$ cat config.mk
export PLATFORM = sky130hd
export DESIGN_NAME = pid_seq_ctrl_flat
export DESIGN_NICKNAME = d
export VERILOG_FILES = /design/src/rtl/pid_pkg.sv /design/src/rtl/pid_seq_ctrl_if.sv /design/src/rtl/pid_err_queue.sv /design/src/rtl/pid_seq_ctrl.sv /design/src/flat_wrapper.sv
export SDC_FILE = /design/constraint.sdc
export NUM_CORES = 1
export LEC_CHECK = 0
export BUFFER_PORTS_ARGS = -buffer_cell sky130_fd_sc_hd__clkbuf_2
export CAP_MARGIN = 30
export CORE_MARGIN = 2
export CORE_UTILIZATION = 54
export DETAILED_ROUTE_END_ITERATION = 16
export GPL_ROUTABILITY_DRIVEN = 0
export GPL_TIMING_DRIVEN = 1
export PLACE_DENSITY = 0.75
export SLEW_MARGIN = 5
export SYNTH_ARGS = -nofsm -noshare
export SYNTH_HDL_FRONTEND = slang
export SYNTH_HIERARCHICAL = 1
export SYNTH_SLANG_ARGS = --single-unit
$ cat constraint.sdc
create_clock -name clk -period 5.5 [get_ports clk]
set_input_delay 0.825 -clock clk [delete_from_list [all_inputs] [get_ports clk]]
set_output_delay 0.825 -clock clk [all_outputs]
set_load 0.02 [all_outputs]
$ cat src/rtl/pid_pkg.sv
// Shared types, widths and the saturation helper for the heading-PID sequencer.
package pid_pkg;

    typedef enum logic [2:0] {
        IDLE,
        ERR,
        INTEG,
        SETTLE,
        DERIV,
        SUM
    } state_t;

    localparam int HDNG_W  = 12;
    localparam int ERR_W   = 10;
    localparam int ITERM_W = 9;
    localparam int FRWRD_W = 10;
    localparam int SPD_W   = 11;
    localparam int DIFF_W  = 7;
    localparam int DTERM_W = 13;
    localparam int CALC_W  = 16;

    // Clamp a 16-bit signed value into the signed range of 'width' bits.
    function automatic logic signed [CALC_W-1:0] sat_s(input logic signed [CALC_W-1:0] val,
                                                        input int width);
        logic signed [CALC_W-1:0] hi;
        logic signed [CALC_W-1:0] lo;
        hi = CALC_W'((1 << (width - 1)) - 1);
        lo = -hi - 16'sd1;
        if (val > hi)
            return hi;
        else if (val < lo)
            return lo;
        else
            return val;
    endfunction

endpackage

$ cat src/rtl/pid_seq_ctrl_if.sv
// Heading/integrator/motor-drive signal bundle around the PID sequencer.
interface pid_seq_ctrl_if;
    import pid_pkg::*;

    logic                       hdng_vld;
    logic [HDNG_W-1:0]          heading;
    logic [HDNG_W-1:0]          dsrd_hdng;
    logic                       moving;
    logic [FRWRD_W-1:0]         frwrd;
    logic signed [ITERM_W-1:0]  I_term;
    logic signed [ERR_W-1:0]    err_sat;
    logic                       err_vld;
    logic                       mv_int;
    logic signed [SPD_W-1:0]    lft_spd;
    logic signed [SPD_W-1:0]    rght_spd;
    logic                       pid_vld;
    logic                       busy;
    logic                       ovrn;

    modport slave (
        input  hdng_vld, heading, dsrd_hdng, moving, frwrd, I_term,
        output err_sat, err_vld, mv_int, lft_spd, rght_spd, pid_vld, busy, ovrn
    );

    modport master (
        output hdng_vld, heading, dsrd_hdng, moving, frwrd, I_term,
        input  err_sat, err_vld, mv_int, lft_spd, rght_spd, pid_vld, busy, ovrn
    );

endinterface

$ cat src/rtl/pid_err_queue.sv
// Saturated-error history for the derivative term; oldest entry is D_DEPTH samples back.
module pid_err_queue
    import pid_pkg::*;
#(
    parameter int D_DEPTH = 2
) (
    input  logic                    clk,
    input  logic                    push,
    input  logic                    clr,
    input  logic signed [ERR_W-1:0] din,
    output logic signed [ERR_W-1:0] oldest
);

    logic signed [ERR_W-1:0] q [D_DEPTH];

    always_ff @(posedge clk) begin
        if (clr) begin
            for (int i = 0; i < D_DEPTH; i++)
                q[i] <= '0;
        end else if (push) begin
            for (int i = D_DEPTH - 1; i > 0; i--)
                q[i] <= q[i-1];
            q[0] <= din;
        end
    end

    assign oldest = q[D_DEPTH-1];

endmodule

$ cat src/rtl/pid_seq_ctrl.sv
// Heading-PID sequencer: error, integrator handshake, P/D terms and saturated wheel speeds,
// one heading sample at a time over a fixed six-cycle schedule.
module pid_seq_ctrl
    import pid_pkg::*;
#(
    parameter logic signed [3:0] P_COEFF = 4'sd3,
    parameter logic signed [5:0] D_COEFF = 6'sd6,
    parameter int                D_DEPTH = 2
) (
    input  logic           clk,
    input  logic           rst,
    pid_seq_ctrl_if.slave  bus
);

    state_t state;
    state_t state_next;

    logic [HDNG_W-1:0]          hdng_q;
    logic [HDNG_W-1:0]          dsrd_q;
    logic signed [ERR_W-1:0]    err_q;
    logic signed [DTERM_W-1:0]  d_term;
    logic signed [SPD_W-1:0]    lft_q;
    logic signed [SPD_W-1:0]    rght_q;
    logic                       pid_vld_q;
    logic                       ovrn_q;
    logic                       busy;
    logic signed [ERR_W-1:0]    oldest;

    logic [HDNG_W-1:0]          err_wrap;
    logic signed [CALC_W-1:0]   err_ext;
    logic signed [CALC_W-1:0]   diff_ext;
    logic signed [CALC_W-1:0]   diff_lim;
    logic signed [CALC_W-1:0]   d_calc;
    logic signed [CALC_W-1:0]   p_calc;
    logic signed [CALC_W-1:0]   sum_calc;
    logic signed [CALC_W-1:0]   pid_calc;
    logic signed [CALC_W-1:0]   frwrd_ext;
    logic signed [CALC_W-1:0]   lft_calc;
    logic signed [CALC_W-1:0]   rght_calc;

    assign busy = (state != IDLE);

    pid_err_queue #(
        .D_DEPTH (D_DEPTH)
    ) u_err_queue (
        .clk    (clk),
        .push   ((state == DERIV) && bus.moving),
        .clr    (rst || !bus.moving),
        .din    (err_q),
        .oldest (oldest)
    );

    always_ff @(posedge clk) begin
        if (rst)
            state <= IDLE;
        else
            state <= state_next;
    end

    // Dropping 'moving' aborts from any state; otherwise the schedule is fixed.
    always_comb begin
        state_next = state;
        if (!bus.moving) begin
            state_next = IDLE;
        end else begin
            case (state)
                IDLE:    if (bus.hdng_vld) state_next = ERR;
                ERR:     state_next = INTEG;
                INTEG:   state_next = SETTLE;
                SETTLE:  state_next = DERIV;
                DERIV:   state_next = SUM;
                SUM:     state_next = IDLE;
                default: state_next = IDLE;
            endcase
        end
    end

    always_comb begin
        err_wrap  = hdng_q - dsrd_q;
        err_ext   = signed'({{(CALC_W-HDNG_W){err_wrap[HDNG_W-1]}}, err_wrap});
        diff_ext  = signed'({{(CALC_W-ERR_W){err_q[ERR_W-1]}}, err_q})
                  - signed'({{(CALC_W-ERR_W){oldest[ERR_W-1]}}, oldest});
        diff_lim  = sat_s(diff_ext, DIFF_W);
        d_calc    = diff_lim * signed'({{(CALC_W-6){D_COEFF[5]}}, D_COEFF});
        p_calc    = signed'({{(CALC_W-ERR_W){err_q[ERR_W-1]}}, err_q})
                  * signed'({{(CALC_W-4){P_COEFF[3]}}, P_COEFF});
        sum_calc  = p_calc
                  + signed'({{(CALC_W-ITERM_W){bus.I_term[ITERM_W-1]}}, bus.I_term})
                  + signed'({{(CALC_W-DTERM_W){d_term[DTERM_W-1]}}, d_term});
        pid_calc  = sum_calc >>> 3;
        frwrd_ext = signed'({{(CALC_W-FRWRD_W){1'b0}}, bus.frwrd});
        lft_calc  = frwrd_ext + pid_calc;
        rght_calc = frwrd_ext - pid_calc;
    end

    // Datapath registers; err_sat holds through a moving drop, ovrn only clears on rst.
    always_ff @(posedge clk) begin
        if (rst) begin
            hdng_q    <= '0;
            dsrd_q    <= '0;
            err_q     <= '0;
            d_term    <= '0;
            lft_q     <= '0;
            rght_q    <= '0;
            pid_vld_q <= 1'b0;
            ovrn_q    <= 1'b0;
        end else if (!bus.moving) begin
            lft_q     <= '0;
            rght_q    <= '0;
            pid_vld_q <= 1'b0;
        end else begin
            pid_vld_q <= 1'b0;
            if (bus.hdng_vld && busy)
                ovrn_q <= 1'b1;
            case (state)
                IDLE: begin
                    if (bus.hdng_vld) begin
                        hdng_q <= bus.heading;
                        dsrd_q <= bus.dsrd_hdng;
                    end
                end
                ERR:   err_q  <= ERR_W'(sat_s(err_ext, ERR_W));
                DERIV: d_term <= DTERM_W'(d_calc);
                SUM: begin
                    lft_q     <= SPD_W'(sat_s(lft_calc, SPD_W));
                    rght_q    <= SPD_W'(sat_s(rght_calc, SPD_W));
                    pid_vld_q <= 1'b1;
                end
                default: ;
            endcase
        end
    end

    assign bus.err_sat  = err_q;
    assign bus.err_vld  = (state == INTEG) && bus.moving && !rst;
    assign bus.mv_int   = bus.moving;
    assign bus.lft_spd  = lft_q;
    assign bus.rght_spd = rght_q;
    assign bus.pid_vld  = pid_vld_q;
    assign bus.busy     = busy;
    assign bus.ovrn     = ovrn_q;

endmodule
$ cat src/flat_wrapper.sv
// flat-port wrapper written by rule: the top's interface ports become plain ports
module pid_seq_ctrl_flat import pid_pkg::*;
#(
    parameter logic signed [3:0] P_COEFF = 4'sd3,
    parameter logic signed [5:0] D_COEFF = 6'sd6,
    parameter int                D_DEPTH = 2
)
  (clk, rst, bus_hdng_vld, bus_heading, bus_dsrd_hdng, bus_moving, bus_frwrd, bus_I_term, bus_err_sat, bus_err_vld, bus_mv_int, bus_lft_spd, bus_rght_spd, bus_pid_vld, bus_busy, bus_ovrn);
  pid_seq_ctrl_if bus_i ();
  input  logic clk;
  input  logic rst;
  input wire logic [$bits(bus_i.hdng_vld)-1:0] bus_hdng_vld;
  input wire logic [$bits(bus_i.heading)-1:0] bus_heading;
  input wire logic [$bits(bus_i.dsrd_hdng)-1:0] bus_dsrd_hdng;
  input wire logic [$bits(bus_i.moving)-1:0] bus_moving;
  input wire logic [$bits(bus_i.frwrd)-1:0] bus_frwrd;
  input wire logic [$bits(bus_i.I_term)-1:0] bus_I_term;
  output wire logic [$bits(bus_i.err_sat)-1:0] bus_err_sat;
  output wire logic [$bits(bus_i.err_vld)-1:0] bus_err_vld;
  output wire logic [$bits(bus_i.mv_int)-1:0] bus_mv_int;
  output wire logic [$bits(bus_i.lft_spd)-1:0] bus_lft_spd;
  output wire logic [$bits(bus_i.rght_spd)-1:0] bus_rght_spd;
  output wire logic [$bits(bus_i.pid_vld)-1:0] bus_pid_vld;
  output wire logic [$bits(bus_i.busy)-1:0] bus_busy;
  output wire logic [$bits(bus_i.ovrn)-1:0] bus_ovrn;
  assign bus_i.hdng_vld = bus_hdng_vld;
  assign bus_i.heading = bus_heading;
  assign bus_i.dsrd_hdng = bus_dsrd_hdng;
  assign bus_i.moving = bus_moving;
  assign bus_i.frwrd = bus_frwrd;
  assign bus_i.I_term = bus_I_term;
  assign bus_err_sat = bus_i.err_sat;
  assign bus_err_vld = bus_i.err_vld;
  assign bus_mv_int = bus_i.mv_int;
  assign bus_lft_spd = bus_i.lft_spd;
  assign bus_rght_spd = bus_i.rght_spd;
  assign bus_pid_vld = bus_i.pid_vld;
  assign bus_busy = bus_i.busy;
  assign bus_ovrn = bus_i.ovrn;
  pid_seq_ctrl #(.P_COEFF(P_COEFF), .D_COEFF(D_COEFF), .D_DEPTH(D_DEPTH)) u_core (.clk(clk), .rst(rst), .bus(bus_i));
endmodule
==> metrics.md, run 1 <==
| Metric | Value |
|---|---|
| H-tree depth | `3` |
| Max capacitance violation total | `0` |
| Total design power | `between 2 and 2.5 mW` |
| Critical setup path kind | `flop to flop` |
| # IOs | `84` |
| Endpoints failing setup | `0` |
| Register area | `roughly 2100 um2` |
| Drt pass-1 iters | `4` |
| First-pass GRT wire length | `27,000 um` |
| Post-route ant nets | `0` |
| P_sw | `0.911 mW` |
| #FFs+latches synth | `93` |
| Ys async rst share | `0` |
| Clk buf depth | `2` |
| Post-synthesis sequential area ratio | `0.276` |
| Top-count cell post-synth | `nand2_1` |
| Worst IR Drop VDD | `0.000168 V` |
| Max Clock Skew | `slightly below 0.007 ns` |
| Top cells by count, synth | `101 x nand2_1, 99 x inv_1, 87 x ha_1` |
| Tot GR Track Use | `0.226` |
| Sequential power share | `0.295` |
| Initial Util | `0.559` |
| Pwr dens | `approximately 290 nW/um2` |
| Startpoint types | `flop` |
| Worst-Margin Slew | `0.959 ns` |
| # clock sinks | `between 90 and 100` |
| Site Rows | `42` |
| Die ar. | `approximately 15,000 um2` |
| Fin crit period | `around 5.3 ns` |
| Inst Count DP | `roughly 1.1k` |
| GRT overflow | `0` |
| Int Power | `between 1.5 and 2 mW` |
| Comb pwr share | `0.467` |
| Final Slew Violations | `0` |
| Largest net degree at the start of global routing | `between 40 and 50` |
| Vias in the first global route | `5,737` |
| CP max FO | `10` |
| Area of the multi-input gates | `between 4000 and 5000 um2` |
| Drc violations | `0` |
| # diodes | `0` |
| Fmax | `0.190 GHz` |
| Total wire length | `roughly 16,000 um` |
| Nets@finish | `around 1.1k` |
| CTS Buf Count | `9` |
| Yosys top cell area share | `0.196` |
| Max transition margin | `0.361` |
| Final period utilization | `0.957` |
| Finished Layout Cells | `between 1k and 1.5k` |
| Number of synthesized flops with an enable pin | `20` |
| Die width | `122 um` |
| Mapped Avg Cell Area | `approximately 8.5 um2` |
| Initial antenna violation count | `0` |
| Port Buf Inserts | `between 80 and 90` |
| Worst Path Required | `approximately 5.7 ns` |
| Primary FF master, synth | `dfxtp_1` |
| First DRT Iteration DRCs | `447` |
| Worst-path clk slew | `roughly 0.070 ns` |
| Hpwl dp | `roughly 12,000 um` |
| Drt wl/cell | `between 10 and 15 um` |
| Die H | `~120 um` |
| Pleak | `3.99 nW` |
| Later-pin clock latency in the skew report | `between 0.3 and 0.4 ns` |
| Share of layout cells above drive strength 1 | `0.174` |
| Synth warnings | `6` |
| Core region area | `13,300 um2` |
| Final hold viol count | `0` |
| Outcome | `completed` |
| Area growth syn-to-layout | `14.4%` |
| Synth Instances | `878` |
| Clock Power Share | `0.239` |
| HP Class | `flop to flop` |
| Syn Std Cell Area | `~7500 um2` |
| Switching Share | `0.371` |
| DR vias | `6,192` |
| CP endpoint kind | `flop` |
| Synth unique cells | `70` |
| Cell taking the most area after synthesis | `dfxtp_1` |
| CTS tree | `built` |
| Drt via density | `5.40` |
| FILL cells | `approximately 1.2k` |
| Synth area leaders | `dfxtp_1 20%, ha_1 15%, edfxtp_1 8.0%` |
| Root buf cell | `clkbuf_16` |
| Syn nets | `1,036` |
| WP data arrival | `approximately 5.5 ns` |
path summary, 6_finish.rpt:
check                                              end             startpoint  slack [ns]  cells after the start
worst max-delay path            u_core/bus.rght_spd[7]  u_core/bus.err_sat[2]        0.23                     22
worst min-delay path                  u_core/dsrd_q[7]       u_core/dsrd_q[7]        0.46                      2
worst max register to register  u_core/bus.rght_spd[7]  u_core/bus.err_sat[2]        0.23                     22
worst min register to register        u_core/dsrd_q[7]       u_core/dsrd_q[7]        0.46                      2
power by group through the flow:
stage / logic (mW) / clock network [mW] / registers [mW]
CTS: 1.09 / 0.598 / 0.724
finish: 1.15 / 0.587 / 0.724
global route: 1.28 / 0.624 / 0.726
detailed placement: 1.08 / 0 / 0.739
floorplan: 0.822 / 0 / 0.741
global placement: 1.06 / 0 / 0.738
logic make-up (layout without fill, tap and decap cells):
family / Yosys count / after routing / synth area share
AND/OR/NAND/NOR: 264 / 264 / 0.183
buffers and inverters: 145 / 238 / 0.0813
multiplexers: 3 / 3 / 0.00402
XOR/XNOR: 44 / 44 / 0.0516
flip-flops: 93 / 93 / 0.276
adder cells (fa/ha/maj): 111 / 111 / 0.210
AO/OA/AOI/OAI: 218 / 218 / 0.193
final cells by class:
cell class | count | share of cell area
Multi-Input combinational cell | 640 | 0.572
Tap cell | 176 | 0.0258
Clock inverter | 5 | 0.00381
Inverter | 100 | 0.0440
Sequential cell | 93 | 0.242
Timing Repair Buffer | 122 | 0.0844
Clock buffer | 11 | 0.0284
cells in the final DEF (no fill, tap or decap), types with 15 or more instances in the layout:
cell type / Yosys / routed
o21ai_0: 41 / 38
nor3_1: 16 / 15
inv_1: 99 / 99
a21oi_1: 72 / 65
nor2_1: 41 / 41
dfxtp_1: 73 / 71
nand2_1: 101 / 101
nor2b_1: 19 / 18
clkbuf_2: 0 / 83
fa_1: 24 / 24
xnor2_1: 33 / 33
and3b_1: 20 / 20
o211ai_1: 20 / 20
ha_1: 87 / 86
buf_4: 11 / 38
edfxtp_1: 20 / 20
what timing repair did:
item	4_1_cts	5_1_grt
buffers inserted	0	2
hold endpoints to repair	0	0
gates resized for setup	0	23
hold buffers	0	0
setup endpoints to repair	0	22
worst max-delay path, cell delays in order, from the launching register on:
cell and delay, ns:
dfxtp_2 0.35, ha_1 0.28, inv_1 0.05, fa_1 0.54, fa_1 0.44, or2_2 0.32, fa_1 0.40, nor2b_2 0.15
o21ai_0 0.09, nand2b_1 0.10, a21o_1 0.12, a21o_1 0.11, xor2_1 0.20, ha_1 0.30, nor2b_1 0.16, nor3_2 0.17
o22ai_2 0.12, or4_1 0.44, o2111ai_2 0.13, o41ai_2 0.11, o31ai_4 0.30, buf_12 0.16, o311ai_1 0.10
registers in the layout (all words and copies together), names as in the netlist:
name and cells:
u_core/hdng_q 12, u_core/bus.rght_spd 11, u_core/bus.pid_vld 1, u_core/bus.ovrn 1, u_core/dsrd_q 12, u_core/u_err_queue/q 20
u_core/state 3, u_core/bus.err_sat 10, u_core/d_term 12, u_core/bus.lft_spd 11
layer usage:
metal  global-route usage  vias to the layer above  routed length [um]
met2                0.375                      135                7610
met4               0.0489                        0                 172
met1                0.313                     2846                7880
met3               0.0365                       11                 597
met5                    0                        -                   0
li1                     -                     3200                   -
through the flow:
step	util	cell area (um2)	hold WS, ns	setup TNS (ns)	worst slack [ns]
4_1_cts	0.631	8420	0.455	0	0.0229
2_1_floorplan	-	7460	0.436	0	0.195
3_3_place_gp	0.610	8140	0.445	-0.250	-0.0457
6_report	0.640	8540	0.456	0	0.235
5_1_grt	0.640	8540	0.475	-0.0124	-0.00521
3_5_place_dp	0.610	8150	0.447	-1.26	-0.161
Power figures use the tool's default switching activity.
==> inputs of run 2 (changes only) <==
CORE_ASPECT_RATIO = 2   (was not set)
CTS_BUF_LIST = sky130_fd_sc_hd__clkbuf_16   (was not set)
==> metrics.md, run 2 (synthesis gave the netlist of run 1 again) <==
| Metric | Value |
|---|---|
| HP Class | `flop to flop (unchanged)` |
| First-pass GRT wire length | `29,200 um (was 27,000 um)` |
| Final hold viol count | `0 (unchanged)` |
| Most frequent cells in the layout | `100 x inv_1, 100 x nand2_1, 86 x ha_1, 83 x clkbuf_2, 70 x dfxtp_1 (was 101 x nand2_1, 99 x inv_1, 86 x ha_1, 83 x clkbuf_2, 71 x dfxtp_1)` |
| Sequential power share | `0.280 (was 0.295)` |
| Max reg flops | `20 (unchanged)` |
| Hpwl dp | `14,500 um (was 12,500 um)` |
| Int Power | `1.64 mW (was 1.55 mW)` |
| Max transition margin | `0.407 (was 0.361)` |
| Pleak | `4.14 nW (was 3.99 nW)` |
| Later-pin clock latency in the skew report | `0.35 ns (about the same)` |
| Drt wl/cell | `15.8 um (was 14.2 um)` |
| CTS tree | `built (unchanged)` |
| Vias in the first global route | `6,549 (was 5,737)` |
| GRT overflow | `0 (unchanged)` |
| Worst-path clk slew | `0.07 ns (about the same)` |
| Max capacitance violation total | `0 (unchanged)` |
| # IOs | `84 (unchanged)` |
| Share of layout cells above drive strength 1 | `0.198 (was 0.174)` |
| Final period utilization | `0.949 (was 0.957)` |
| Fmax | `0.192 GHz (was 0.190 GHz)` |
| CTS Buf Count | `9 (unchanged)` |
| P_sw | `0.951 mW (was 0.911 mW)` |
| Area growth syn-to-layout | `17.3% (was 14.4%)` |
| Startpoint types | `flop (unchanged)` |
| Outcome | `completed (unchanged)` |
| First DRT Iteration DRCs | `212 (was 447)` |
| Tot GR Track Use | `0.251 (was 0.226)` |
| # clock sinks | `93 (unchanged)` |
| Largest net degree at the start of global routing | `46 (unchanged)` |
| Initial antenna violation count | `0 (unchanged)` |
| CTS Hold Bufs | `0 (unchanged)` |
| # diodes | `0 (unchanged)` |
| CP max FO | `8 (was 10)` |
| Die H | `170 um (was 122 um)` |
| H-tree depth | `3 (unchanged)` |
| Hold_ws | `0.457 ns (was 0.456 ns)` |
| Fin crit period | `5.22 ns (was 5.27 ns)` |
| Endpoints failing setup | `0 (unchanged)` |
| Finished Layout Cells | `1,150 (was 1,147)` |
| Pwr dens | `296 nW/um2 (was 288 nW/um2)` |
| Top reg by flops | `u_core/u_err_queue/q (unchanged)` |
| Core region area | `13,500 um2 (was 13,300 um2)` |
| Worst-Margin Slew | `0.889 ns (was 0.959 ns)` |
| Pre-CTS WS | `-0.144 ns (was -0.161 ns)` |
| Final Slew Violations | `0 (unchanged)` |
| Post-route ant nets | `0 (unchanged)` |
| Max Clock Skew | `0.00843 ns (was 0.00688 ns)` |
| Drt pass-1 iters | `4 (unchanged)` |
| DR vias | `6,537 (was 6,192)` |
| Total wire length | `18,200 um (was 16,300 um)` |
| WP data arrival | `5.47 ns (was 5.48 ns)` |
| Port Buf Inserts | `83 (unchanged)` |
| Clk buf depth | `2 (unchanged)` |
| Nets@finish | `1,148 (was 1,124)` |
| Clock Power Share | `0.247 (was 0.239)` |
| Switching Share | `0.367 (was 0.371)` |
| Worst IR Drop VDD | `0.000208 V (was 0.000168 V)` |
| Inst Count DP | `1,132 (was 1,129)` |
| Comb pwr share | `0.474 (was 0.467)` |
| Die ar. | `14,800 um2 (about the same)` |
| Drt via density | `5.68 (was 5.40)` |
| Root buf cell | `clkbuf_16 (unchanged)` |
| CP endpoint kind | `flop (unchanged)` |
| Site Rows | `60 (was 42)` |
| Drc violations | `0 (unchanged)` |
| Setup WS post-layout | `0.282 ns (was 0.235 ns)` |
| Worst Path Required | `5.75 ns (was 5.72 ns)` |
| Critical setup path kind | `flop to flop (unchanged)` |
| Die width | `87.1 um (was 122 um)` |
| Initial Util | `0.552 (was 0.559)` |
[run 2: path summary, 6_finish.rpt]
kind | start | endpoint | slack, ns | depth (start not counted)
min reg2reg | u_core/dsrd_q[4] | u_core/dsrd_q[4] | 0.46 | 2
min | u_core/dsrd_q[4] | u_core/dsrd_q[4] | 0.46 | 2
max reg2reg | u_core/bus.err_sat[2] | u_core/bus.lft_spd[4] | 0.28 | 21
max | u_core/bus.err_sat[2] | u_core/bus.lft_spd[4] | 0.28 | 21
[run 2: cell type report]
cell class                 instances  area [um2]
inverter                         100         375
fill                            1156        4760
timing repair buffer             146         913
sequential                        93        2070
tap                              155         194
clock inverter                     7        73.8
clock buffer                       9         225
multi-input combinational        640        4900
[run 2: what timing repair did]
item	4_1_cts	5_1_grt
setup buffers	0	2
setup endpoints to repair	2	24
gates resized for setup	1	27
pin swaps	0	3
[run 2: power groups by stage]
stage,Sequential [mW],Combinational [mW],Clock [mW]
after CTS,0.726,1.18,0.653
after global routing,0.727,1.35,0.681
after global placement,0.740,1.15,0
after detailed placement,0.741,1.17,0
after floorplan,0.741,0.822,0
final,0.726,1.23,0.639
[run 2: worst max-delay path, cell delays in order, from the launching register on]
cell and delay, ns:
dfxtp_4 0.38, ha_1 0.28, inv_1 0.05, fa_1 0.52, fa_1 0.42, or2_2 0.31, fa_1 0.42, nor2b_2 0.18
o21ai_0 0.09, nand2b_1 0.10, a21o_1 0.13, a21o_1 0.15, xor2_2 0.16, ha_1 0.28, o21a_1 0.19, nor2_2 0.11
a21oi_1 0.09, a311o_1 0.40, a21oi_2 0.17, nand2_1 0.09, a31o_2 0.33, o311ai_1 0.26
[run 2: through the flow]
stage          utilization  instance area [um2]  TNS (ns)  power [mW]
6_report             0.648                 8750         0        2.59
5_1_grt              0.648                 8750  -0.00543        2.76
4_1_cts              0.638                 8620         0        2.56
3_5_place_dp         0.616                 8320     -2.09        1.91
3_3_place_gp         0.615                 8320   -0.0374        1.89
2_1_floorplan            -                 7460         0        1.56
[run 2: routing by layer]
layer | track usage | vias up | wire length, um
met3 | 0.0209 | 60 | 397
met5 | 0 | - | 0
li1 | - | 3252 | -
met2 | 0.494 | 135 | 10300
met1 | 0.228 | 3090 | 6280
met4 | 0.177 | 0 | 1240
